===== src/rtl/mpmc9_pkg.sv =====
// rtl/mpmc9_pkg.sv - controller state encoding and channel arbiter types
package mpmc9_pkg;

  typedef enum logic [3:0] {
    IDLE      = 4'h0,
    ACTIVATE  = 4'h1,
    READ_CMD  = 4'h2,
    WRITE_CMD = 4'h3,
    PRECHARGE = 4'h4,
    REFRESH   = 4'h5
  } mpmc9_state_t;

  typedef enum logic [1:0] {
    ARB_SEARCH  = 2'd0,
    ARB_GRANTED = 2'd1,
    ARB_BUSY    = 2'd2
  } arb_state_t;

  localparam logic [3:0] NO_CH = 4'hF;

  function automatic logic [7:0] ch_onehot(input logic [2:0] idx);
    logic [7:0] r;
    r = 8'h00;
    r[idx] = 1'b1;
    return r;
  endfunction

endpackage


===== src/rtl/mpmc9_rr_pick.sv =====
// rtl/mpmc9_rr_pick.sv - round-robin search starting after the last winner
module mpmc9_rr_pick (
  input  logic [7:0] req,
  input  logic [2:0] last,
  output logic [2:0] winner,
  output logic       any
);

  logic [2:0] idx;

  // Scan last+1 .. last+8 (mod 8) so the last winner is considered last.
  always_comb begin
    winner = last;
    any    = 1'b0;
    idx    = last;
    for (int i = 1; i <= 8; i++) begin
      idx = last + 3'(i);
      if (!any && req[idx]) begin
        winner = idx;
        any    = 1'b1;
      end
    end
  end

endmodule


===== src/rtl/mpmc9_ch_arbiter.sv =====
// rtl/mpmc9_ch_arbiter.sv - 8-channel arbiter with burst limit and optional fixed-priority channel 0
module mpmc9_ch_arbiter
  import mpmc9_pkg::*;
#(
  parameter int MAX_BURST = 4,
  parameter bit PRI_CH0   = 1'b1
) (
  input  logic       clk,
  input  logic       rst,
  input  logic [3:0] state,
  input  logic [7:0] req,
  input  logic       done,
  output logic [3:0] ch,
  output logic [7:0] grant,
  output logic       ch_valid
);

  localparam logic [3:0] BURST_LIM = 4'(MAX_BURST - 1);

  arb_state_t arb_q, arb_d;
  logic [3:0] ch_q, ch_d;
  logic [7:0] grant_q, grant_d;
  logic       valid_q, valid_d;
  logic [2:0] last_q, last_d;
  logic [3:0] burst_q, burst_d;
  // No burst history exists until the first accepted grant after reset.
  logic       lvalid_q, lvalid_d;

  logic [2:0] rr_win;
  logic       rr_any;
  logic [2:0] win;

  mpmc9_rr_pick u_pick (
    .req    (req),
    .last   (last_q),
    .winner (rr_win),
    .any    (rr_any)
  );

  always_comb begin
    if (PRI_CH0 && req[0])
      win = 3'd0;
    else if (lvalid_q && req[last_q] && (burst_q < BURST_LIM))
      win = last_q;
    else
      win = rr_win;
  end

  always_comb begin
    arb_d    = arb_q;
    ch_d     = ch_q;
    grant_d  = grant_q;
    valid_d  = valid_q;
    last_d   = last_q;
    burst_d  = burst_q;
    lvalid_d = lvalid_q;
    case (arb_q)
      ARB_SEARCH: begin
        if (rr_any) begin
          ch_d    = {1'b0, win};
          grant_d = ch_onehot(win);
          valid_d = 1'b1;
          arb_d   = ARB_GRANTED;
        end else begin
          ch_d    = NO_CH;
          grant_d = 8'h00;
          valid_d = 1'b0;
        end
      end
      ARB_GRANTED: begin
        if (state != IDLE) begin
          arb_d    = ARB_BUSY;
          last_d   = ch_q[2:0];
          lvalid_d = 1'b1;
          if (lvalid_q && ch_q[2:0] == last_q)
            burst_d = (burst_q < BURST_LIM) ? burst_q + 4'd1 : burst_q;
          else
            burst_d = 4'd0;
        end else if (!req[ch_q[2:0]]) begin
          ch_d    = NO_CH;
          grant_d = 8'h00;
          valid_d = 1'b0;
          arb_d   = ARB_SEARCH;
        end
      end
      ARB_BUSY: begin
        if (done) begin
          ch_d    = NO_CH;
          grant_d = 8'h00;
          valid_d = 1'b0;
          arb_d   = ARB_SEARCH;
        end
      end
      default: begin
        ch_d    = NO_CH;
        grant_d = 8'h00;
        valid_d = 1'b0;
        arb_d   = ARB_SEARCH;
      end
    endcase
  end

  always_ff @(posedge clk) begin
    if (rst) begin
      arb_q    <= ARB_SEARCH;
      ch_q     <= NO_CH;
      grant_q  <= 8'h00;
      valid_q  <= 1'b0;
      last_q   <= 3'd7;
      burst_q  <= 4'd0;
      lvalid_q <= 1'b0;
    end else begin
      arb_q    <= arb_d;
      ch_q     <= ch_d;
      grant_q  <= grant_d;
      valid_q  <= valid_d;
      last_q   <= last_d;
      burst_q  <= burst_d;
      lvalid_q <= lvalid_d;
    end
  end

  assign ch       = ch_q;
  assign grant    = grant_q;
  assign ch_valid = valid_q;

endmodule


===== config.mk =====
export PLATFORM = sky130hd
export DESIGN_NAME = mpmc9_ch_arbiter
export DESIGN_NICKNAME = d
export VERILOG_FILES = /design/src/rtl/mpmc9_pkg.sv /design/src/rtl/mpmc9_rr_pick.sv /design/src/rtl/mpmc9_ch_arbiter.sv
export SDC_FILE = /design/constraint.sdc
export NUM_CORES = 1
export LEC_CHECK = 0
export CORE_MARGIN = 2
export CORE_UTILIZATION = 50
export DETAILED_ROUTE_END_ITERATION = 10
export HOLD_SLACK_MARGIN = 0.03
export PLACE_DENSITY = 0.76
export SETUP_SLACK_MARGIN = 0.02
export SYNTH_ARGS = -nofsm -noshare
export SYNTH_HDL_FRONTEND = slang
export SYNTH_SLANG_ARGS = --single-unit

===== constraint.sdc =====
create_clock -name clk -period 3.1 [get_ports clk]
set_input_delay 0.775 -clock clk [delete_from_list [all_inputs] [get_ports clk]]
set_output_delay 0.775 -clock clk [all_outputs]
set_load 0.005 [all_outputs]

==> flow_summary.json <==
{
  "layout_setup_ws_ps": 70.29,
  "cts.reportedPaths.clkPinSlew_ps": 80,
  "syn_area_sq_um": 2153,
  "area_growth_pct": 33.47,
  "dieArea_sq_um": 4848,
  "min_to": "grant[6]",
  "core_area_sq_um": 4086,
  "cts_max_path_buffers": 2,
  "fin_crit_sh": 0.9773,
  "clock-sinks": 23,
  "worstSetupPathType": "flip-flop to flip-flop",
  "reg2reg_depth": 13,
  "crit_fanout": 8,
  "dpl.hpwl_microns": 4202,
  "cts_tree": "built",
  "end_kind": "flip-flop",
  "synthFlopType": "dfxtp_1",
  "clk_latency_ps": 260,
  "synth_area_leaders": "dfxtp_1 (21%), mux4_2 (18%), mux2i_1 (6.5%)",
  "firstDrtPassIters": 4,
  "hold_path_class": "flip-flop to flip-flop",
  "met1Wirelength_microns": 2508,
  "regToRegSetupSlack_ps": 70,
  "die_h_microns": 69.63,
  "overflow": 0,
  "drtIter0Drc": 183,
  "wl_microns": 5841,
  "ys_async_sr_fraction": 0,
  "cts_buffers": 3,
  "rsz0062_at_grt": "true",
  "r2r-start": "last_q[0]",
  "timing.slew.headroom": 0.6507,
  "maxSlewViolCount": 0,
  "pre_cts_ws_ps": -508.1,
  "syn_nets": 252,
  "drc": 0,
  "drive_gt1_frac": 0.3390,
  "via_per_inst": 6.158,
  "fill_cells": 315,
  "status": "completed",
  "yosysTopAreaCellShare": 0.2138,
  "wl_per_cell_microns": 17.08,
  "yosysUniqueCellTypes": 59,
  "fin_crit_ps": 3030,
  "timing.fmax_ghz": 0.3301,
  "ios": 28,
  "power.density_nw_per_um2": 535.9,
  "wl_met3_microns": 286,
  "cp.required_ps": 3300,
  "portBuffers": 27,
  "dp.cells": 332,
  "worstHoldStart": "grant[6]",
  "postCtsHoldBufs": 0,
  "dieWidth_microns": 69.63,
  "synth_edf_count": 0,
  "grt_pass1_vias": 1927,
  "start_util": 0.5269,
  "ir_drop_uv": 361.0,
  "layout.cells.most_common": "buf_4",
  "htreeDepth": 1,
  "start_kind": "flip-flop",
  "setup_viol": 0,
  "max_cap_viol_count": 0,
  "r2r-end": "grant[7]",
  "synth-seq-cells": 23,
  "grt_max_degree": 20,
  "fin_setup_tns_ps": 0,
  "p_leak_nw": 1.147,
  "p_total_mw": 1.540,
  "finalHoldViolCount": 0,
  "hold_ws_ps": 454.6,
  "worstMarginPinSlew_ps": 522.3,
  "antennaDiodeCount": 0,
  "synth_top_area_cell": "dfxtp_1",
  "synth-seq-area-share": 0.2138,
  "syn_avg_cell_area_sq_um": 9.202,
  "dr_wl_met2_microns": 2974,
  "clk_root_buffer_cell": "clkbuf_8",
  "top_layer": "met4",
  "hold_depth": 2,
  "cp.arrival_ps": 3230,
  "seq_area_sq_um": 464.2,
  "finalNonFillerCells": 342,
  "ant_nets": 0,
  "multi_input_area_sq_um": 1639,
  "fin_skew_ps": 2.300,
  "grt_usage": 0.2371,
  "gp_congestion": 0.8828,
  "yosysWarnings": 0,
  "final_cell_mix": "buf_4 (45), nor2_1 (22), dfxtp_1 (20)",
  "rows": 23,
  "synthCells": 234,
  "antenna_found_initial": 0,
  "fin_nets": 311,
  "vias": 2106,
  "grt_pass1_wl_microns": 9390
}
what timing repair did:
| action | 4_1_cts | 5_1_grt |
|---|---|---|
| setup buffers | 5 | 1 |
| endpoints found under the setup margin | 11 | 10 |
| resized for setup | 14 | 14 |
| pin swaps | 2 | 2 |
where the power goes:
part           switching [mW]  internal, mW
clock network          0.0945        0.0897
registers              0.0478         0.334
logic                   0.451         0.523
registers in the layout (all words and copies together) (netlist names):
register,count
ch_valid,1
lvalid_q,1
grant,8
arb_q,2
ch,4
burst_q,4
last_q,3
layout make-up:
class / instances / share of cell area
multi-input cells: 184 / 0.5703
clock inverters: 1 / 0.001741
clock buffers: 3 / 0.01437
inverters: 7 / 0.01088
well taps: 50 / 0.02177
repair buffers: 74 / 0.2194
flip-flops and latches: 23 / 0.1615
how the worst max path moves through the flow:
stage,startpoint,endpoint,slack (ps)
after global placement,req[7],grant[0],-450
after floorplan,last_q[1],grant[3],-90
after CTS,req[5],grant[7],30
after detailed placement,req[5],grant[0],-510
final,last_q[0],grant[7],70
after global routing,last_q[1],grant[7],-70
metrics by stage:
stage | area, sq um | utilization
after detailed placement | 2709 | 0.6629
after floorplan | 2181 | -
after global placement | 2709 | 0.6629
after global routing | 2874 | 0.7033
after CTS | 2816 | 0.6892
final | 2874 | 0.7033
cells by family (layout without fill, tap and decap cells):
| kind of cell | Yosys count | count (layout) | share of synthesized area |
|---|---|---|---|
| compound gates | 55 | 55 | 0.1999 |
| xor+xnor | 8 | 8 | 0.03254 |
| fa+ha+maj | 3 | 3 | 0.01743 |
| buf+inv | 27 | 85 | 0.05984 |
| flops | 23 | 23 | 0.2138 |
| mux | 36 | 36 | 0.2725 |
| simple gates | 82 | 82 | 0.2040 |
layer usage:
layer | vias to the layer above | global-route usage
li1 | 1007 | -
met1 | 1021 | 0.3218
met2 | 65 | 0.4071
met3 | 13 | 0.03488
met4 | 0 | 0.04060
met5 | - | 0
synthesized netlist by cell type (3+ instances only):
cell type / instances
a211o_1: 4
a211oi_1: 3
a21oi_1: 7
and2_1: 6
buf_2: 7
clkbuf_1: 9
dfxtp_1: 23
ha_1: 3
inv_1: 6
mux2i_1: 14
mux4_2: 17
nand2_1: 20
nand2b_1: 9
nand4_1: 5
nor2_1: 22
nor2b_1: 6
o21ai_0: 4
o21ai_1: 6
o221ai_1: 4
xnor2_1: 6
critical path: stages (launching register included):
cell      delay, ps
dfxtp_2         380
inv_6            40
ha_4            350
buf_12          130
mux2i_1         140
mux4_2          500
and3_2          290
buf_4           160
a21oi_1         100
o21ai_0          80
o31a_1          310
buf_4           160
nand2b_1        170
o21ai_1         150
(Power assumes the default switching activity.)
==> RTL edit 1 (same flow settings) <==
Set the parameter `PRI_CH0` to 1'b0 (it was 1'b1).
--- a/src/rtl/mpmc9_ch_arbiter.sv
+++ b/src/rtl/mpmc9_ch_arbiter.sv
@@ -3,7 +3,7 @@
   import mpmc9_pkg::*;
 #(
   parameter int MAX_BURST = 4,
-  parameter bit PRI_CH0   = 1'b1
+  parameter bit PRI_CH0   = 1'b0
 ) (
   input  logic       clk,
   input  logic       rst,
Behaviour: not the same (a bounded check fails within 10 cycles, from zero or initial values and one cycle with rst high).
==> RTL edit 1 against the unedited design <==
Sequential cell count unchanged. Synthesized area decreased by 6.6%. Routed wire length increased by 3.2%. Sequential power increased by 5.2%. Clock skew increased by 1.6 ps. Cell area decreased by 0.52%. Setup slack got worse by 65 ps. Total power increased by 11%. Sequential share of layout area about the same. Register-to-register slack got worse by 40 ps. Critical endpoint is now grant[4].
==> RTL edit 1: results (changes against the unedited design) <==
The clock tree root driver cell is clkbuf_8 (unchanged). The global placement routability congestion came out at 0.9784 (was 0.8828). The count of flip-flops with a built-in enable after synthesis came out at 0 (unchanged).

The total wirelength of the detailed-routed design was 6027 µm (was 5841 µm). The initial antenna violation count came out at 0 (unchanged). The largest single stage delay on the critical path is 510 ps. The max-slew headroom at the worst pin is 0.6392 (was 0.6507). The share of the clock period used by the worst path was 0.9984 (was 0.9773). The clock slew at the register clock pins of the worst setup and hold paths is 80 ps (about the same). The endpoint of the most critical register-to-register path is grant[4] (was grant[7]). The number of flip-flops in the largest register is 8 (unchanged). The number of global-route vias before repair is 1951 (was 1927).

The pre-CTS setup slack is -556.2 ps (was -508.1 ps). Status: finished clean (unchanged). The nature of the critical path endpoint is a flip-flop (unchanged). The reg-to-reg startpoint was last_q[1] (was last_q[0]). The number of port buffers came out at 27 (unchanged). The worst-case clock buffer depth came to 2 (unchanged). The worst reg-to-reg setup slack is 30 ps (was 70 ps). The worst-path maximum fanout is 7 (was 8).

The maximum ir drop on the vdd rail came out at 0.4249 mV (was 0.3610 mV). The TritonCTS buffer count came to 3 (unchanged). Top post-synthesis cells by area: dfxtp_1 23%, mux4_2 20%, mux2_2 4.5% (was dfxtp_1 21%, mux4_2 18%, mux2i_1 6.5%). The number of distinct library cell variants in the gate-level netlist after synthesis came out at 59 (unchanged).

The iteration count of the initial detailed-routing pass came out at 4 (unchanged). The worst min-delay path category was flip-flop to flip-flop (unchanged). The wire length of the first global-routing pass is 9680 µm (was 9390 µm). The leakage power is 1.143 nW (was 1.147 nW). The total cell area at the placement stage came out at 2711 µm² (was 2709 µm²). The share of post-route cells with drive strength above 1 was 0.4444 (was 0.3390). The largest net degree at the start of global routing was 19 (was 20). The count of H-tree levels built during CTS came to 1 (unchanged). The net count after synthesis is 218 (was 252). The half-perimeter wire length of the detailed placement result came out at 4331 µm (was 4202 µm). The worst setup path startpoint is req[2] (was last_q[0]). The antenna diode count came out at 0 (unchanged). The number of warnings printed during yosys synthesis came to 0 (unchanged). Top cell types by occurrence after synthesis: 23 x dfxtp_1, 20 x nor2_1, 18 x mux4_2 (was 23 x dfxtp_1, 22 x nor2_1, 20 x nand2_1). The number of nets in the layout came out at 298 (was 311).

The setup skew after layout came to 3.924 ps (was 2.300 ps). The DRC marker count from the first detailed-route iteration came out at 130 (was 183). The via total after detailed routing came to 2019 (was 2106).

The part of the Yosys area used for sequential elements was 0.2290 (was 0.2138). The arrival time at the worst endpoint came out at 3260 ps (was 3230 ps). The total routing usage reported by global routing came out at 0.2844 (was 0.2371). The prevailing post-synth register cell is dfxtp_1 (unchanged). The slowest library cell on the worst path is mux4_2 (unchanged). For the worst-skew pair, the clock arrives at the later sink with an insertion delay of 270 ps. The fraction of registers with async set/reset is 0 (unchanged).

The number of cells on the worst reg-to-reg path is 10 (was 13).
-- RTL edit 1: routing by layer --
metal | wire length, µm | share of wire | global-route usage | vias up
li1 | - | - | - | 933
met1 | 2645 | 0.44 | 0.4111 | 1003
met2 | 2990 | 0.50 | 0.4641 | 76
met3 | 356 | 0.059 | 0.03167 | 7
met4 | 34 | 0.0056 | 0.05102 | 0
met5 | 0 | 0 | 0 | -
-- RTL edit 1: worst min-delay path by stage --
stage | cells after the start | slack, ps | from | to
after floorplan | 1 | 430 | burst_q[2] | burst_q[2]
after global placement | 2 | 440 | grant[4] | grant[4]
after detailed placement | 2 | 440 | grant[5] | grant[5]
after CTS | 2 | 470 | grant[5] | grant[5]
after global routing | 1 | 480 | burst_q[3] | burst_q[3]
final | 2 | 470 | grant[5] | grant[5]
-- RTL edit 1: cell type report --
cell class	instances	area (µm²)
clock buffer	3	41.29
fill	248	1084
clock inverter	1	5.005
sequential	23	462.9
timing repair buffer	85	679.4
multi-input combinational	159	1574
tap	50	62.56
inverter	8	33.78
-- RTL edit 1: critical path: cells and delay by family --
family / cells / cell delay [ps]
compound gates: 2 / 500
mux: 1 / 510
xor+xnor: 1 / 190
simple gates: 4 / 1120
buf+inv: 1 / 150
-- RTL edit 1: power by group --
part	internal (mW)	leakage, nW	switching (mW)
logic	0.595	0.929	0.523
clock network	0.0899	0.0255	0.0976
registers	0.346	0.188	0.0566
total	1.03	1.14	0.678
-- RTL edit 1: metrics by stage --
| step | TNS (ps) | power, mW | util | std cells |
|---|---|---|---|---|
| detailed placement | -6388 | 1.411 | 0.6877 | 315 |
| finish | 0 | 1.708 | 0.7252 | 329 |
| CTS | 0 | 1.650 | 0.7071 | 324 |
| floorplan | -423.9 | 1.043 | - | 200 |
| global route | -151.9 | 1.797 | 0.7252 | 329 |
| global placement | -6049 | 1.390 | 0.6877 | 315 |
-- RTL edit 1: cell families (layout without fill, tap and decap cells) --
logic type	after synthesis	after routing	synth area share
xor+xnor	9	9	0.04294
fa+ha+maj	3	3	0.01867
simple gates	64	64	0.1674
mux	32	32	0.2863
compound gates	51	51	0.2166
buf+inv	18	97	0.03920
flops	23	23	0.2290
-- RTL edit 1: what timing repair did --
action,in CTS,in global routing
gates resized for setup,35,12
endpoints found under the hold margin,0,0
pin swaps,11,12
buffers inserted,5,5
setup endpoints to repair,14,9
==> RTL edit 2 (same flow settings) <==
Without the edit above. The 3 states of `arb_state_t` get a one-hot encoding in 3 bits.
--- a/src/rtl/mpmc9_pkg.sv
+++ b/src/rtl/mpmc9_pkg.sv
@@ -10,10 +10,10 @@
     REFRESH   = 4'h5
   } mpmc9_state_t;
 
-  typedef enum logic [1:0] {
-    ARB_SEARCH  = 2'd0,
-    ARB_GRANTED = 2'd1,
-    ARB_BUSY    = 2'd2
+  typedef enum logic [2:0] {
+    ARB_SEARCH  = 3'b001,
+    ARB_GRANTED = 3'b010,
+    ARB_BUSY    = 3'b100
   } arb_state_t;
 
   localparam logic [3:0] NO_CH = 4'hF;
Function: no difference found for any inputs over 10 cycles, from zero or initial values and one cycle with rst high; not proved beyond that.
==> RTL edit 2 against the unedited design <==
Sequential cell count grew 1. Core utilization grew 4.6 points. Die area shrank 11%. Setup slack lost 3.3 ps. Maximum frequency shrank 0.11%. Via count shrank 4.5%. Cell area shrank 4.6%. Total power shrank 9.2%. Routed wire length shrank 0.36%. Hold slack gained 24 ps. Synthesized area shrank 11%. Combinational power shrank 24%. Critical path type is now primary input to flip-flop. Largest cell class unchanged. Largest power group unchanged. Highest routed layer unchanged.
==> RTL edit 2: results (changes against the unedited design) <==
Status: finished clean (unchanged). The half-perimeter wire length of the detailed placement result is 4246 µm (was 4202 µm). The net count after synthesis came out at 218 (was 252).

The combinational power share came out at 0.526 (was 0.632). The non-clock buffer area fraction after layout came out at 0.2404 (was 0.2194). The post-detailed-route wirelength per cell is 17.96 µm (was 17.08 µm). The part of the Yosys area used for sequential elements is 0.2511 (was 0.2138). The setup skew after layout is 3.601 ps (was 2.300 ps). The gate family responsible for the most delay along the worst path is buffers and inverters (was multiplexers). The number of cells on the worst reg-to-reg path is 10 (was 13). The count of fill cells added during filler insertion came out at 262 (was 315). The total cell area at the placement stage is 2611 µm² (was 2709 µm²). The largest net degree at the start of global routing came out at 15 (was 20). The share of post-route cells with drive strength above 1 came to 0.3841 (was 0.3390). The delay of the slowest critical-path stage came out at 550 ps (was 500 ps). The area used by multi-input combinational logic is 1429 µm² (was 1639 µm²). The global placement routability congestion came out at 1.076 (was 0.8828).

Top post-synthesis cells by area: dfxtp_1 25%, mux4_2 14%, mux2i_1 4.2% (was dfxtp_1 21%, mux4_2 18%, mux2i_1 6.5%). The fraction of area in multi-input gates is 0.5210 (was 0.5703). The arrival time at the worst endpoint was 3200 ps (was 3230 ps).

The ratio of routed vias to standard cells is 6.210 (was 6.158). The non-clock buffer total of the final layout came to 80 (was 74). The number of global-route vias before repair came to 1836 (was 1927).

The share of cell area taken by flip-flops and latches is 0.1766 (was 0.1615). The DRC marker count from the first detailed-route iteration came out at 124 (was 183). The fraction of area in clock buffers and inverters came out at 0.02600 (was 0.01611).

The power dissipated in the clock network came to 272 µW (was 184 µW). The cell depth of the worst min-delay path came out at 1 (was 2). The power consumed by combinational cells is 736 µW (was 974 µW).
[RTL edit 2: worst register-to-register path: cells and delay by family, from the launching register on]
kind	cells	cell delay, ps
and+or+nand+nor	5	1250
muxes	1	540
AOI/OAI and AO/OA	2	400
DFF	1	390
adders and majority gates	1	290
buffers and inverters	1	50
[RTL edit 2: logic make-up (layout without fill, tap and decap cells)]
family,Yosys count,after routing,share of synthesized area
simple gates,74,74,0.2028
compound gates,46,46,0.1864
mux,29,29,0.2590
flops,24,24,0.2511
buf+inv,15,91,0.03989
xor+xnor,9,9,0.04121
fa+ha+maj,3,3,0.01962
[RTL edit 2: path summary, 6_finish.rpt]
check                           startpoint         end
worst max register to register   last_q[0]    grant[3]
worst max-delay path                req[7]    grant[4]
worst min register to register  burst_q[2]  burst_q[2]
worst min-delay path            burst_q[2]  burst_q[2]
[RTL edit 2: what timing repair did]
action,CTS,global route
buffers inserted,0,3
endpoints found under the setup margin,11,9
resized for setup,18,28
pin swaps,3,7
[RTL edit 2: stage by stage]
step | utilization | instances | setup TNS, ps | worst slack, ps
2_1_floorplan | - | 200 | -364.8 | -135.9
3_3_place_gp | 0.7133 | 317 | -4919 | -518.2
3_5_place_dp | 0.7133 | 317 | -5440 | -568.0
4_1_cts | 0.7358 | 321 | 0 | 24.35
5_1_grt | 0.7491 | 324 | -142.3 | -57.59
6_report | 0.7491 | 324 | 0 | 66.95
[RTL edit 2: routing by layer]
| layer | global-route usage | wire, µm | vias to the layer above |
|---|---|---|---|
| met5 | 0 | 0 | - |
| met3 | 0.04770 | 463 | 14 |
| met1 | 0.3760 | 2425 | 978 |
| li1 | - | - | 929 |
| met4 | 0.04948 | 108 | 0 |
| met2 | 0.4280 | 2823 | 91 |
